File: config.mk
export PLATFORM = sky130hd
export DESIGN_NAME = vga_seg_digit_renderer
export DESIGN_NICKNAME = d
export VERILOG_FILES = /design/src/rtl/vga_seg_digit_renderer.sv
export SDC_FILE = /design/constraint.sdc
export NUM_CORES = 1
export LEC_CHECK = 0
export BUFFER_PORTS_ARGS = -buffer_cell sky130_fd_sc_hd__buf_4
export CAP_MARGIN = 20
export CELL_PAD_IN_SITES_DETAIL_PLACEMENT = 1
export CELL_PAD_IN_SITES_GLOBAL_PLACEMENT = 1
export CORE_UTILIZATION = 30
export DETAILED_ROUTE_END_ITERATION = 6
export PLACE_DENSITY_LB_ADDON = 0.1
export SLEW_MARGIN = 0
export SYNTH_ARGS = -nofsm -noshare
export SYNTH_HDL_FRONTEND = slang
export SYNTH_SLANG_ARGS = --single-unit
File: constraint.sdc
create_clock -name i_clk -period 2.6 [get_ports i_clk]
set_clock_uncertainty 0.2 [all_clocks]
set_input_delay 0.26 -clock i_clk [delete_from_list [all_inputs] [get_ports i_clk]]
set_output_delay 0.26 -clock i_clk [all_outputs]
set_load 0.01 [all_outputs]
File: src/rtl/vga_seg_digit_renderer.sv
// N-digit seven-segment renderer driven by the vga640x480 scan coordinates, 2-strobe colour/sync pipeline.
// Optional feature macro: SEG_BLINK_EN (per-digit blinking from a 6-bit frame counter).
module vga_seg_digit_renderer #(
    parameter int          N_DIGITS = 7,
    parameter int          X0       = 56,
    parameter int          Y0       = 208,
    parameter int          PITCH    = 32,
    parameter int          DIG_W    = 24,
    parameter int          DIG_H    = 48,
    parameter int          SEG_T    = 8,
    parameter logic [14:0] FG_RGB   = 15'h7FE0
) (
    input  logic                  i_clk,
    input  logic                  i_rst,
    input  logic                  i_pix_stb,
    input  logic [9:0]            i_x,
    input  logic [8:0]            i_y,
    input  logic                  i_hs,
    input  logic                  i_vs,
    input  logic                  i_frame_start,
    input  logic [4*N_DIGITS-1:0] i_digits,
    input  logic [N_DIGITS-1:0]   i_blink_mask,
    output logic                  o_hs,
    output logic                  o_vs,
    output logic [4:0]            o_r,
    output logic [4:0]            o_g,
    output logic [4:0]            o_b,
    output logic                  o_pix_on
);

    localparam int DW = (N_DIGITS > 1) ? $clog2(N_DIGITS) : 1;
    localparam int H2 = DIG_H / 2;

    logic [4*N_DIGITS-1:0] shadow;
    logic                  shadow_valid;
    logic                  hit_s1;
    logic [DW-1:0]         dig_s1;
    logic [9:0]            lx_s1;
    logic [8:0]            ly_s1;
    logic                  hs_s1, vs_s1;
    logic [14:0]           rgb;

    logic                  hit_n;
    logic [DW-1:0]         dig_n;
    logic [9:0]            lx_n;
    logic [8:0]            ly_n;
    logic [3:0]            cur_digit;
    logic [6:0]            seg_on;
    logic [6:0]            region;
    logic                  digit_blank;
    logic                  lit_n;

`ifdef SEG_BLINK_EN
    logic [5:0]            blink_cnt;
    logic [N_DIGITS-1:0]   blink_mask;
`else
    logic                  unused_blink;
    assign unused_blink = ^i_blink_mask;
`endif

    // Stage 1: locate the digit cell by comparing against each cell's constant x window.
    always_comb begin
        hit_n = 1'b0;
        dig_n = '0;
        lx_n  = '0;
        ly_n  = '0;
        if (int'(i_y) >= Y0 && int'(i_y) < Y0 + DIG_H) begin
            ly_n = i_y - 9'(Y0);
            for (int d = 0; d < N_DIGITS; d++) begin
                if (int'(i_x) >= X0 + d*PITCH && int'(i_x) < X0 + d*PITCH + DIG_W) begin
                    hit_n = 1'b1;
                    dig_n = DW'(d);
                    lx_n  = i_x - 10'(X0 + d*PITCH);
                end
            end
        end
    end

    // Stage 2: pick the latched digit, decode it and test the local position against each segment.
    always_comb begin
        cur_digit   = '0;
        digit_blank = 1'b0;
        for (int d = 0; d < N_DIGITS; d++) begin
            if (dig_s1 == DW'(d)) begin
                cur_digit = shadow[4*d +: 4];
`ifdef SEG_BLINK_EN
                digit_blank = blink_cnt[5] & blink_mask[d];
`endif
            end
        end

        case (cur_digit)           // {a,b,c,d,e,f,g}
            4'd0:    seg_on = 7'b1111110;
            4'd1:    seg_on = 7'b0110000;
            4'd2:    seg_on = 7'b1101101;
            4'd3:    seg_on = 7'b1111001;
            4'd4:    seg_on = 7'b0110011;
            4'd5:    seg_on = 7'b1011011;
            4'd6:    seg_on = 7'b1011111;
            4'd7:    seg_on = 7'b1110000;
            4'd8:    seg_on = 7'b1111111;
            4'd9:    seg_on = 7'b1111011;
            default: seg_on = 7'b0000001;
        endcase

        region[6] = (int'(ly_s1) < SEG_T) && (int'(lx_s1) >= SEG_T) && (int'(lx_s1) < DIG_W - SEG_T);
        region[5] = (int'(lx_s1) >= DIG_W - SEG_T) && (int'(ly_s1) >= SEG_T) && (int'(ly_s1) < H2);
        region[4] = (int'(lx_s1) >= DIG_W - SEG_T) && (int'(ly_s1) >= H2) && (int'(ly_s1) < DIG_H - SEG_T);
        region[3] = (int'(ly_s1) >= DIG_H - SEG_T) && (int'(lx_s1) >= SEG_T) && (int'(lx_s1) < DIG_W - SEG_T);
        region[2] = (int'(lx_s1) < SEG_T) && (int'(ly_s1) >= H2) && (int'(ly_s1) < DIG_H - SEG_T);
        region[1] = (int'(lx_s1) < SEG_T) && (int'(ly_s1) >= SEG_T) && (int'(ly_s1) < H2);
        region[0] = (int'(ly_s1) >= H2 - SEG_T/2) && (int'(ly_s1) < H2 + SEG_T/2)
                  && (int'(lx_s1) >= SEG_T) && (int'(lx_s1) < DIG_W - SEG_T);

        lit_n = hit_s1 & shadow_valid & ~digit_blank & (|(region & seg_on));
    end

    // shadow_valid keeps the screen dark after reset until digits have been latched once.
    always_ff @(posedge i_clk) begin
        if (i_rst) begin
            shadow       <= '0;
            shadow_valid <= 1'b0;
            hit_s1       <= 1'b0;
            dig_s1       <= '0;
            lx_s1        <= '0;
            ly_s1        <= '0;
            hs_s1        <= 1'b1;
            vs_s1        <= 1'b1;
            o_hs         <= 1'b1;
            o_vs         <= 1'b1;
            o_pix_on     <= 1'b0;
            rgb          <= '0;
`ifdef SEG_BLINK_EN
            blink_cnt    <= '0;
            blink_mask   <= '0;
`endif
        end else if (i_pix_stb) begin
            hit_s1   <= hit_n;
            dig_s1   <= dig_n;
            lx_s1    <= lx_n;
            ly_s1    <= ly_n;
            hs_s1    <= i_hs;
            vs_s1    <= i_vs;
            o_hs     <= hs_s1;
            o_vs     <= vs_s1;
            o_pix_on <= lit_n;
            rgb      <= lit_n ? FG_RGB : 15'h0000;
            if (i_frame_start) begin
                shadow       <= i_digits;
                shadow_valid <= 1'b1;
`ifdef SEG_BLINK_EN
                blink_cnt    <= blink_cnt + 6'd1;
                blink_mask   <= i_blink_mask;
`endif
            end
        end
    end

    assign o_r = rgb[14:10];
    assign o_g = rgb[9:5];
    assign o_b = rgb[4:0];

endmodule

==> results.yml <==
outcome:
  outcome: "completed"
floorplanning:
  die_x_um: 102
  start_util_pct: 30.8
  core_area_um2: 9680
  dieArea_um2: 10300
  die_y_um: 102
  io_pins: 78
  placementRows: 36
worst_setup_path:
  reg2reg_depth: 9
  arrival_ps: 2440
  crit_type: "reg -> reg"
  worstPathMaxFanout: 8
  timing.rr.start: "dig_s1[1]$_SDFFE_PP0P_"
  crit_required_ps: 2590
  rr_endpoint: "rgb[13]$_SDFFE_PP0P_"
  cp-start-kind: "flip-flop"
  endpoint_kind: "flip-flop"
  reg2reg_setup_slack_ps: 160
min_path:
  hold_class: "in -> reg"
  min-delay-start: "i_digits[3]"
  holdPathEnd: "shadow[3]$_SDFFE_PP0P_"
  hold_depth: 3
power:
  power.total_uw: 1610
  power_leakage_uw: 0.00150
  vdd_ir_drop_max_mv: 0.232
  powerDensity_nw_per_um2: 421
cells_and_area:
  drive_gt1_share_pct: 23.6
  antenna_cells: 0
  seq_area_um2: 1040
  syn_to_final_growth_pct: 27.9
  fillers: 1167
  multi_input_area_um2: 1690
  nNetsFinal: 506
synthesis:
  ys_ff_latch: 52
  syn_area_per_cell_um2: 8.01
  syn_area_um2: 2980
  netlist_instances: 372
  yosysTopAreaCell: "dfxtp_1"
  synth-async-reset-ratio_pct: 0
  synth-main-ff-cell: "dfxtp_1"
  yosysMostFrequentCell: "nand2_1"
  synth_area_leaders: "dfxtp_1 (35%), nand2_1 (11%), a21oi_1 (6.2%), mux2i_1 (5.7%), buf_4 (3.8%)"
  synth_common_cells: "nand2_1 (86), dfxtp_1 (52), a21oi_1 (37)"
  yosysSeqAreaShare_pct: 34.9
  yosysWarnings: 0
  ys_types: 65
  synth_top_area_share_pct: 34.9
  synth_edf_count: 0
grt:
  grt_antenna_before_repair: 0
  grt_max_degree: 44
  gr-total-overflow: 0
  grt_pass1_wl_mm: 13.2
  track_usage_pct: 16.0
  grt_pass1_vias: 2730
timing:
  post-route-period-util_pct: 94.0
  worstMarginPinSlew_ps: 565
  finalCriticalPeriod_ps: 2440
  max_freq_mhz: 409
  maxSlewHeadroom_pct: 62.3
  slew_viol_final: 0
  setup_tns_ps: 0
  fin_ws_ps: 156
  setup_viol: 0
  grt_setup_unrepaired: "false"
  final_hold_viol_count: 0
place:
  gp_congestion: 0.755
  dp_hpwl_mm: 5.83
  io_buffers: 65
  dp_worst_setup_slack_ps: 97.3
drt:
  dr.pass1.iters: 6
  vias_per_cell: 4.82
  dr.first_iter.drc_count: 76
  wl_per_cell_um: 13.9
  drc: 0
  drt_wl_total_mm: 7.97
  ant_nets: 0
  vias: 2764
cts:
  cts_tree: "done"
  cts_root_buf: "clkbuf_8"
  post_cts.repair.setup_buffers: 0
  cts_buffer_depth: 2
  clock_sinks: 52
  clkSlewWorstSetupHoldPaths_ps: 100
  h-tree-depth: 2
  cts_buffers: 5
  clk_latency_ps: 310
flow_run:
  maxCapViolations: 0
==> cell type report <==
cell class	count	share of cell area (%)
tap	133	4.36
multi-input combinational	275	44.4
inverter	11	1.08
sequential	52	27.4
clock inverter	1	0.197
clock buffer	7	2.26
timing repair buffer	95	20.3
==> flip-flops by register name, indices dropped and copies added (netlist names) <==
signal	flops
dig_s1	3
hit_s1	1
hs_s1	1
lx_s1	7
ly_s1	7
o_hs	1
o_vs	1
rgb	1
shadow	28
shadow_valid	1
vs_s1	1
==> power by group <==
part / switching, uW / internal [uW] / total [uW]
sequential: 14.2 / 822 / 836
clock: 280 / 217 / 497
combinational: 137 / 136 / 273
==> timing repair <==
item                                   4_1_cts  5_1_grt
hold buffers                                18        1
resized for setup                            0        4
setup endpoints to repair                    0        3
endpoints found under the hold margin       18        1
==> cells by family after synthesis <==
family                   after synthesis  share of synthesized area (%)
AO/OA/AOI/OAI                         92                           21.3
XOR/XNOR                               7                           2.06
adder cells (fa/ha/maj)                7                           2.90
buffers and inverters                 49                           8.98
flip-flops                            52                           34.9
multiplexers                          17                           5.71
other                                  1                          0.126
AND/OR/NAND/NOR                      147                           24.0
==> through the flow <==
stage	util (%)	instance area [um2]	hold WS [ps]	cells
4_1_cts	39.2	3790	0.0959	573
3_3_place_gp	36.3	3520	229	547
2_1_floorplan	-	3000	188	376
6_report	39.4	3810	1.68	574
5_1_grt	39.4	3810	1.20	574
3_5_place_dp	36.3	3520	241	547
==> layer usage <==
layer | GRT usage, % | vias to the layer above | wire length, um
met2 | 26.7 | 40 | 3730
met3 | 2.35 | 6 | 188
met5 | 0 | - | 0
met1 | 21.9 | 1310 | 4000
met4 | 3.01 | 0 | 61
li1 | - | 1408 | -
==> placed cells by master, fill, tap and decap left out, drive strengths merged, types with 4 or more instances in the layout <==
cell	instances
a21oi	37
a22oi	11
and2	4
buf	76
clkbuf	7
conb	5
dfxtp	52
dlygate4sd3	19
ha	6
inv	11
mux2i	17
nand2	86
nand3	5
nand3b	4
nor2	19
nor3	5
nor4	5
o21ai	11
xnor2	5
==> worst max-delay path by stage <==
stage	slack, ps	depth (start not counted)	start	to
global route	3	8	i_y[3]	lx_s1[6]$_SDFFE_PP0P_
CTS	70	8	i_y[3]	lx_s1[6]$_SDFFE_PP0P_
global placement	150	9	dig_s1[2]$_SDFFE_PP0P_	rgb[13]$_SDFFE_PP0P_
finish	160	9	dig_s1[1]$_SDFFE_PP0P_	rgb[13]$_SDFFE_PP0P_
detailed placement	100	9	dig_s1[2]$_SDFFE_PP0P_	rgb[13]$_SDFFE_PP0P_
floorplan	310	9	dig_s1[1]$_SDFFE_PP0P_	rgb[13]$_SDFFE_PP0P_
==> worst max-delay path: stages (launching register included) <==
cell and delay (ps):
dfxtp_1 420, buf_4 220, mux2i_1 260, a22oi_2 110, nand2_1 130, inv_1 70, ha_1 310, or3_1 370
o2111ai_1 120, nand4_1 110
(Power assumes the default switching activity.)
